[src/rtl/cpu_seq.sv]
// Fetch/execute sequencer for the 4-bit CPU: owns PC, latches IR, decodes, steps IDLE/FETCH/EXEC/WAIT/HALT.
// Optional single-step WAIT state is built only when CPU_SEQ_STEP_EN is defined.
module cpu_seq (
    input  logic       CLK,
    input  logic       RST_N,
    input  logic       START,
    input  logic       STEP_MODE,
    input  logic       STEP,
    input  logic [8:0] INS,
    output logic [3:0] PC,
    output logic [2:0] OP,
    output logic [1:0] RD,
    output logic [1:0] RA,
    output logic [1:0] RB,
    output logic [3:0] IMM,
    output logic       WE,
    output logic       BUSY,
    output logic       HALTED,
    output logic       ERR,
    output logic [7:0] ICNT
);

    typedef enum logic [2:0] {
        S_IDLE,
        S_FETCH,
        S_EXEC,
        S_WAIT,
        S_HALT
    } state_t;

    state_t     state_q, state_d;
    logic [3:0] pc_q, pc_d;
    logic [8:0] ir_q, ir_d;
    logic       err_q, err_d;
    logic [7:0] icnt_q, icnt_d;
    logic [2:0] op;

    assign op = ir_q[8:6];

`ifndef CPU_SEQ_STEP_EN
    logic unused_step;
    assign unused_step = STEP_MODE ^ STEP;
`endif

    always_ff @(posedge CLK or negedge RST_N) begin
        if (!RST_N) begin
            state_q <= S_IDLE;
            pc_q    <= '0;
            ir_q    <= '0;
            err_q   <= 1'b0;
            icnt_q  <= '0;
        end else begin
            state_q <= state_d;
            pc_q    <= pc_d;
            ir_q    <= ir_d;
            err_q   <= err_d;
            icnt_q  <= icnt_d;
        end
    end

    always_comb begin
        state_d = state_q;
        pc_d    = pc_q;
        ir_d    = ir_q;
        err_d   = err_q;
        icnt_d  = icnt_q;
        case (state_q)
            S_IDLE, S_HALT: begin
                if (START) begin
                    state_d = S_FETCH;
                    pc_d    = '0;
                    icnt_d  = '0;
                    err_d   = 1'b0;
                end
            end
            S_FETCH: begin
                ir_d    = INS;
                state_d = S_EXEC;
            end
            S_EXEC: begin
                // Opcodes 1xx stop the machine with PC left on the offending instruction.
                if (op[2]) begin
                    state_d = S_HALT;
                    if (op != 3'b100) err_d = 1'b1;
                end else begin
                    pc_d = pc_q + 4'd1;
                    if (icnt_q != 8'hFF) icnt_d = icnt_q + 8'd1;
`ifdef CPU_SEQ_STEP_EN
                    state_d = STEP_MODE ? S_WAIT : S_FETCH;
`else
                    state_d = S_FETCH;
`endif
                end
            end
            S_WAIT: begin
`ifdef CPU_SEQ_STEP_EN
                if (STEP || !STEP_MODE) state_d = S_FETCH;
`else
                state_d = S_FETCH;
`endif
            end
            default: state_d = S_IDLE;
        endcase
    end

    always_comb begin
        WE     = 1'b0;
        BUSY   = 1'b0;
        HALTED = 1'b0;
        case (state_q)
            S_FETCH: BUSY = 1'b1;
            S_EXEC: begin
                BUSY = 1'b1;
                WE   = (op == 3'b000) || (op == 3'b001) || (op == 3'b010);
            end
            S_WAIT:  BUSY   = 1'b1;
            S_HALT:  HALTED = 1'b1;
            default: ;
        endcase
    end

    assign PC   = pc_q;
    assign OP   = op;
    assign RD   = ir_q[5:4];
    assign RA   = ir_q[3:2];
    assign RB   = ir_q[1:0];
    assign IMM  = ir_q[3:0];
    assign ERR  = err_q;
    assign ICNT = icnt_q;

endmodule

[config.mk]
export PLATFORM = sky130hd
export DESIGN_NAME = cpu_seq
export DESIGN_NICKNAME = d
export VERILOG_FILES = /design/src/rtl/cpu_seq.sv
export SDC_FILE = /design/constraint.sdc
export NUM_CORES = 1
export LEC_CHECK = 0
export BUFFER_PORTS_ARGS = -buffer_cell sky130_fd_sc_hd__buf_4
export CAP_MARGIN = 40
export CORE_MARGIN = 2
export CORE_UTILIZATION = 52
export DETAILED_ROUTE_END_ITERATION = 7
export GPL_ROUTABILITY_DRIVEN = 0
export HOLD_SLACK_MARGIN = 0.03
export PLACE_DENSITY_LB_ADDON = 0.08
export SYNTH_ARGS = -nofsm -noshare
export SYNTH_HDL_FRONTEND = slang
export SYNTH_SLANG_ARGS = --single-unit
[constraint.sdc]
create_clock -name CLK -period 3.2 [get_ports CLK]
set_clock_uncertainty 0.1 [all_clocks]
set_input_delay 0.48 -clock CLK [delete_from_list [all_inputs] [get_ports CLK]]
set_output_delay 0.48 -clock CLK [all_outputs]
set_load 0.02 [all_outputs]
==> impl_metrics.env <==
export IMPL_status="complete, no violations"
export IMPL_ff2ff_setup_slack_ns=1.24
export IMPL_post_synth_num_cell_types=36
export IMPL_hpwl_um=1800
export IMPL_fmax_mhz=446
export IMPL_cts_sinks=25
export IMPL_rr_worst_depth=4
export IMPL_fp_dieH_um=52.6
export IMPL_wl_um=2430
export IMPL_synth_top_family_by_area="simple AND/OR/NAND/NOR gates"
export IMPL_synthCells=111
export IMPL_area_growth_pct=26.1
export IMPL_crit_required_ns=2.62
export IMPL_ys_seq_elements=25
export IMPL_cts_buffers=3
export IMPL_synthTopCellsByArea="dfrtp_1 (51%), mux2_2 (8.2%), a21oi_1 (3.7%)"
export IMPL_grt_max_degree=26
export IMPL_synth_fp_nets=127
export IMPL_async_flop_share=1.00
export IMPL_p_sw_uw=603
export IMPL_drc_errors=0
export IMPL_yosys_area_share_simple=0.172
export IMPL_cts_max_level=1
export IMPL_n_fill_cell=177
export IMPL_portBuffers=40
export IMPL_p_per_area_mw_per_mm2=914
export IMPL_die_area_mm2=0.00277
export IMPL_postCtsResizedCells=0
export IMPL_synth_top_cell_area_share=0.509
export IMPL_seq_area_frac_synth=0.509
export IMPL_cp_slowest_cell="dfrtp_1"
export IMPL_core_area_mm2=0.00223
export IMPL_synthXorXnorAreaFrac=0.0142
export IMPL_synth_most_common_cell="dfrtp_1"
export IMPL_final_nets=166
export IMPL_grt_antenna_before_repair=0
export IMPL_cts_buffer_depth=2
export IMPL_synth_top_area_cell="dfrtp_1"
export IMPL_power_frac_seq=0.392
export IMPL_ant_nets=0
export IMPL_yosysWarningCount=0
export IMPL_timing_rr_start="state_q[0]"
export IMPL_post_route_min_period_ns=2.24
export IMPL_die_w_um=52.6
export IMPL_p_leak_nw=0.730
export IMPL_setup_tns_ns=0
export IMPL_slew_headroom=0.527
export IMPL_swShare=0.425
export IMPL_ir_drop_mv=0.628
export IMPL_synthMuxAreaShare=0.0987
export IMPL_whs_path_depth=2
export IMPL_clock_power_share=0.102
export IMPL_io_pins=43
export IMPL_worstMarginPinSlew_ns=0.708
export IMPL_grt_pass1_wl_um=3800
export IMPL_crit_start="state_q[2]"
export IMPL_grt_pass1_vias=891
export IMPL_syn_area_mm2=0.00123
export IMPL_clock_latency_ns=0.32
export IMPL_worstPathArrival_ns=1.66
export IMPL_pwr_share_comb=0.506
export IMPL_min_to="ir_q[7]"
export IMPL_drv_cap=0
export IMPL_antenna_cells=0
export IMPL_ys_flop_type="dfrtp_1"
export IMPL_cts_reportedPaths_clkPinSlew_ns=0.14
export IMPL_synth_edff_count=0
export IMPL_p_int_uw=815
export IMPL_rows=17
export IMPL_reg2reg_to="ICNT[4]"
export IMPL_routedWlPerCell_um=13.7
export IMPL_timing_hold_ws_ns=0.276
export IMPL_initial_core_util=0.551
export IMPL_crit_type="reg2out"
export IMPL_overflow=0
export IMPL_cp_max_fo=9
export IMPL_max_stage_delay_ns=0.51
export IMPL_worstHoldStart="INS[7]"
export IMPL_root_buffer="clkbuf_4"
export IMPL_cts_setup_buffers=0
export IMPL_holdCritPathClass="in2reg"
export IMPL_grt_setup_unrepaired="no"
export IMPL_synthTopCellsByCount="dfrtp_1 (25), nor2_1 (10), a21oi_1 (9), mux2_2 (9), nand2_1 (7)"
export IMPL_drv_slew=0
export IMPL_grt_usage=0.188
export IMPL_synth_compound_area_frac=0.127
export IMPL_synth_fa_ha_area_frac=0.0203
export IMPL_drtIter0Drc=7
export IMPL_path_cells="nor3b_4, nand2b_2, a21oi_1, buf_4"
export IMPL_finalSetupViolCount=0
export IMPL_hold_viol_final=0
export IMPL_tritoncts="yes"
export IMPL_drive_gt1_frac=0.403
export IMPL_syn_avg_cell_area_um2=11.1
export IMPL_drt_pass1_iter_count=4
export IMPL_vias_per_cell=5.57
export IMPL_via_count=986
export IMPL_crit_path_start_kind="register"
export IMPL_timing_final_crit_share=0.700
export IMPL_critPathCaptureType="output pin"
worst max path at each step:
stage	to	slack (ns)
6_report	WE	0.96
5_1_grt	WE	0.85
4_1_cts	WE	0.94
3_5_place_dp	ICNT[4]	1.23
3_3_place_gp	ICNT[4]	1.26
2_1_floorplan	WE	1.37
critical path, delay by kind of cell, from the launching register on:
kind	cells	cell delay, ns
compound gates	1	0.15
buf+inv	1	0.16
flops	1	0.51
simple gates	2	0.51
power by group through the flow:
stage | Clock (mW) | Sequential [mW] | Combinational [mW]
final | 0.145 | 0.556 | 0.718
after global routing | 0.161 | 0.577 | 0.772
after CTS | 0.151 | 0.555 | 0.723
after detailed placement | 0 | 0.562 | 0.720
after global placement | 0 | 0.553 | 0.707
after floorplan | 0 | 0.630 | 0.416
metal layers:
metal	routed length (um)	track usage	part of all wire
met5	0	0	0
met4	45	0.115	0.019
met3	95	0.0314	0.039
met2	1280	0.321	0.53
met1	1010	0.218	0.42
cells by family (layout without fill, tap and decap cells):
kind of cell,Yosys count,after routing
mux,11,11
simple gates,35,35
flops,25,25
buf+inv,11,49
fa+ha+maj,2,2
compound gates,25,25
xor+xnor,2,2
layout make-up:
cell class / count / area (um2) / area share
sequential: 25 / 626 / 0.403
tap: 28 / 35.0 / 0.0226
clock buffer: 3 / 22.5 / 0.0145
timing repair buffer: 42 / 318 / 0.205
clock inverter: 1 / 7.51 / 0.00484
multi-input combinational: 75 / 532 / 0.343
inverter: 3 / 11.3 / 0.00726
cell usage in the layout, fill, tap and decap left out, types with 2 or more instances in the layout:
| master | count |
|---|---|
| nand2_1 | 7 |
| dfrtp_1 | 25 |
| nand4_1 | 2 |
| nor2_1 | 10 |
| ha_1 | 2 |
| a21oi_1 | 9 |
| nor3b_1 | 2 |
| inv_1 | 3 |
| buf_4 | 41 |
| mux2_2 | 9 |
| xor2_1 | 2 |
| clkbuf_4 | 3 |
| o21ai_0 | 6 |
| mux2i_1 | 2 |
| a31oi_1 | 2 |
| nand3_1 | 3 |
sequential cells by signal, indices dropped and copies added (netlist names):
| register | flops |
|---|---|
| ERR | 1 |
| ICNT | 8 |
| PC | 4 |
| ir_q | 9 |
| state_q | 3 |
what timing repair did:
action,4_1_cts,5_1_grt
hold buffers,1,0
endpoints found under the setup margin,0,0
hold endpoints to repair,25,0
metrics by stage:
step | setup slack [ns] | std cells | util | area, um2 | power, mW
6_report | 0.959 | 177 | 0.695 | 1550 | 1.42
5_1_grt | 0.854 | 177 | 0.695 | 1550 | 1.51
4_1_cts | 0.945 | 177 | 0.695 | 1550 | 1.43
3_5_place_dp | 1.23 | 172 | 0.677 | 1510 | 1.28
3_3_place_gp | 1.26 | 172 | 0.677 | 1510 | 1.26
2_1_floorplan | 1.37 | 111 | - | 1230 | 1.05
(Power assumes the default switching activity.)
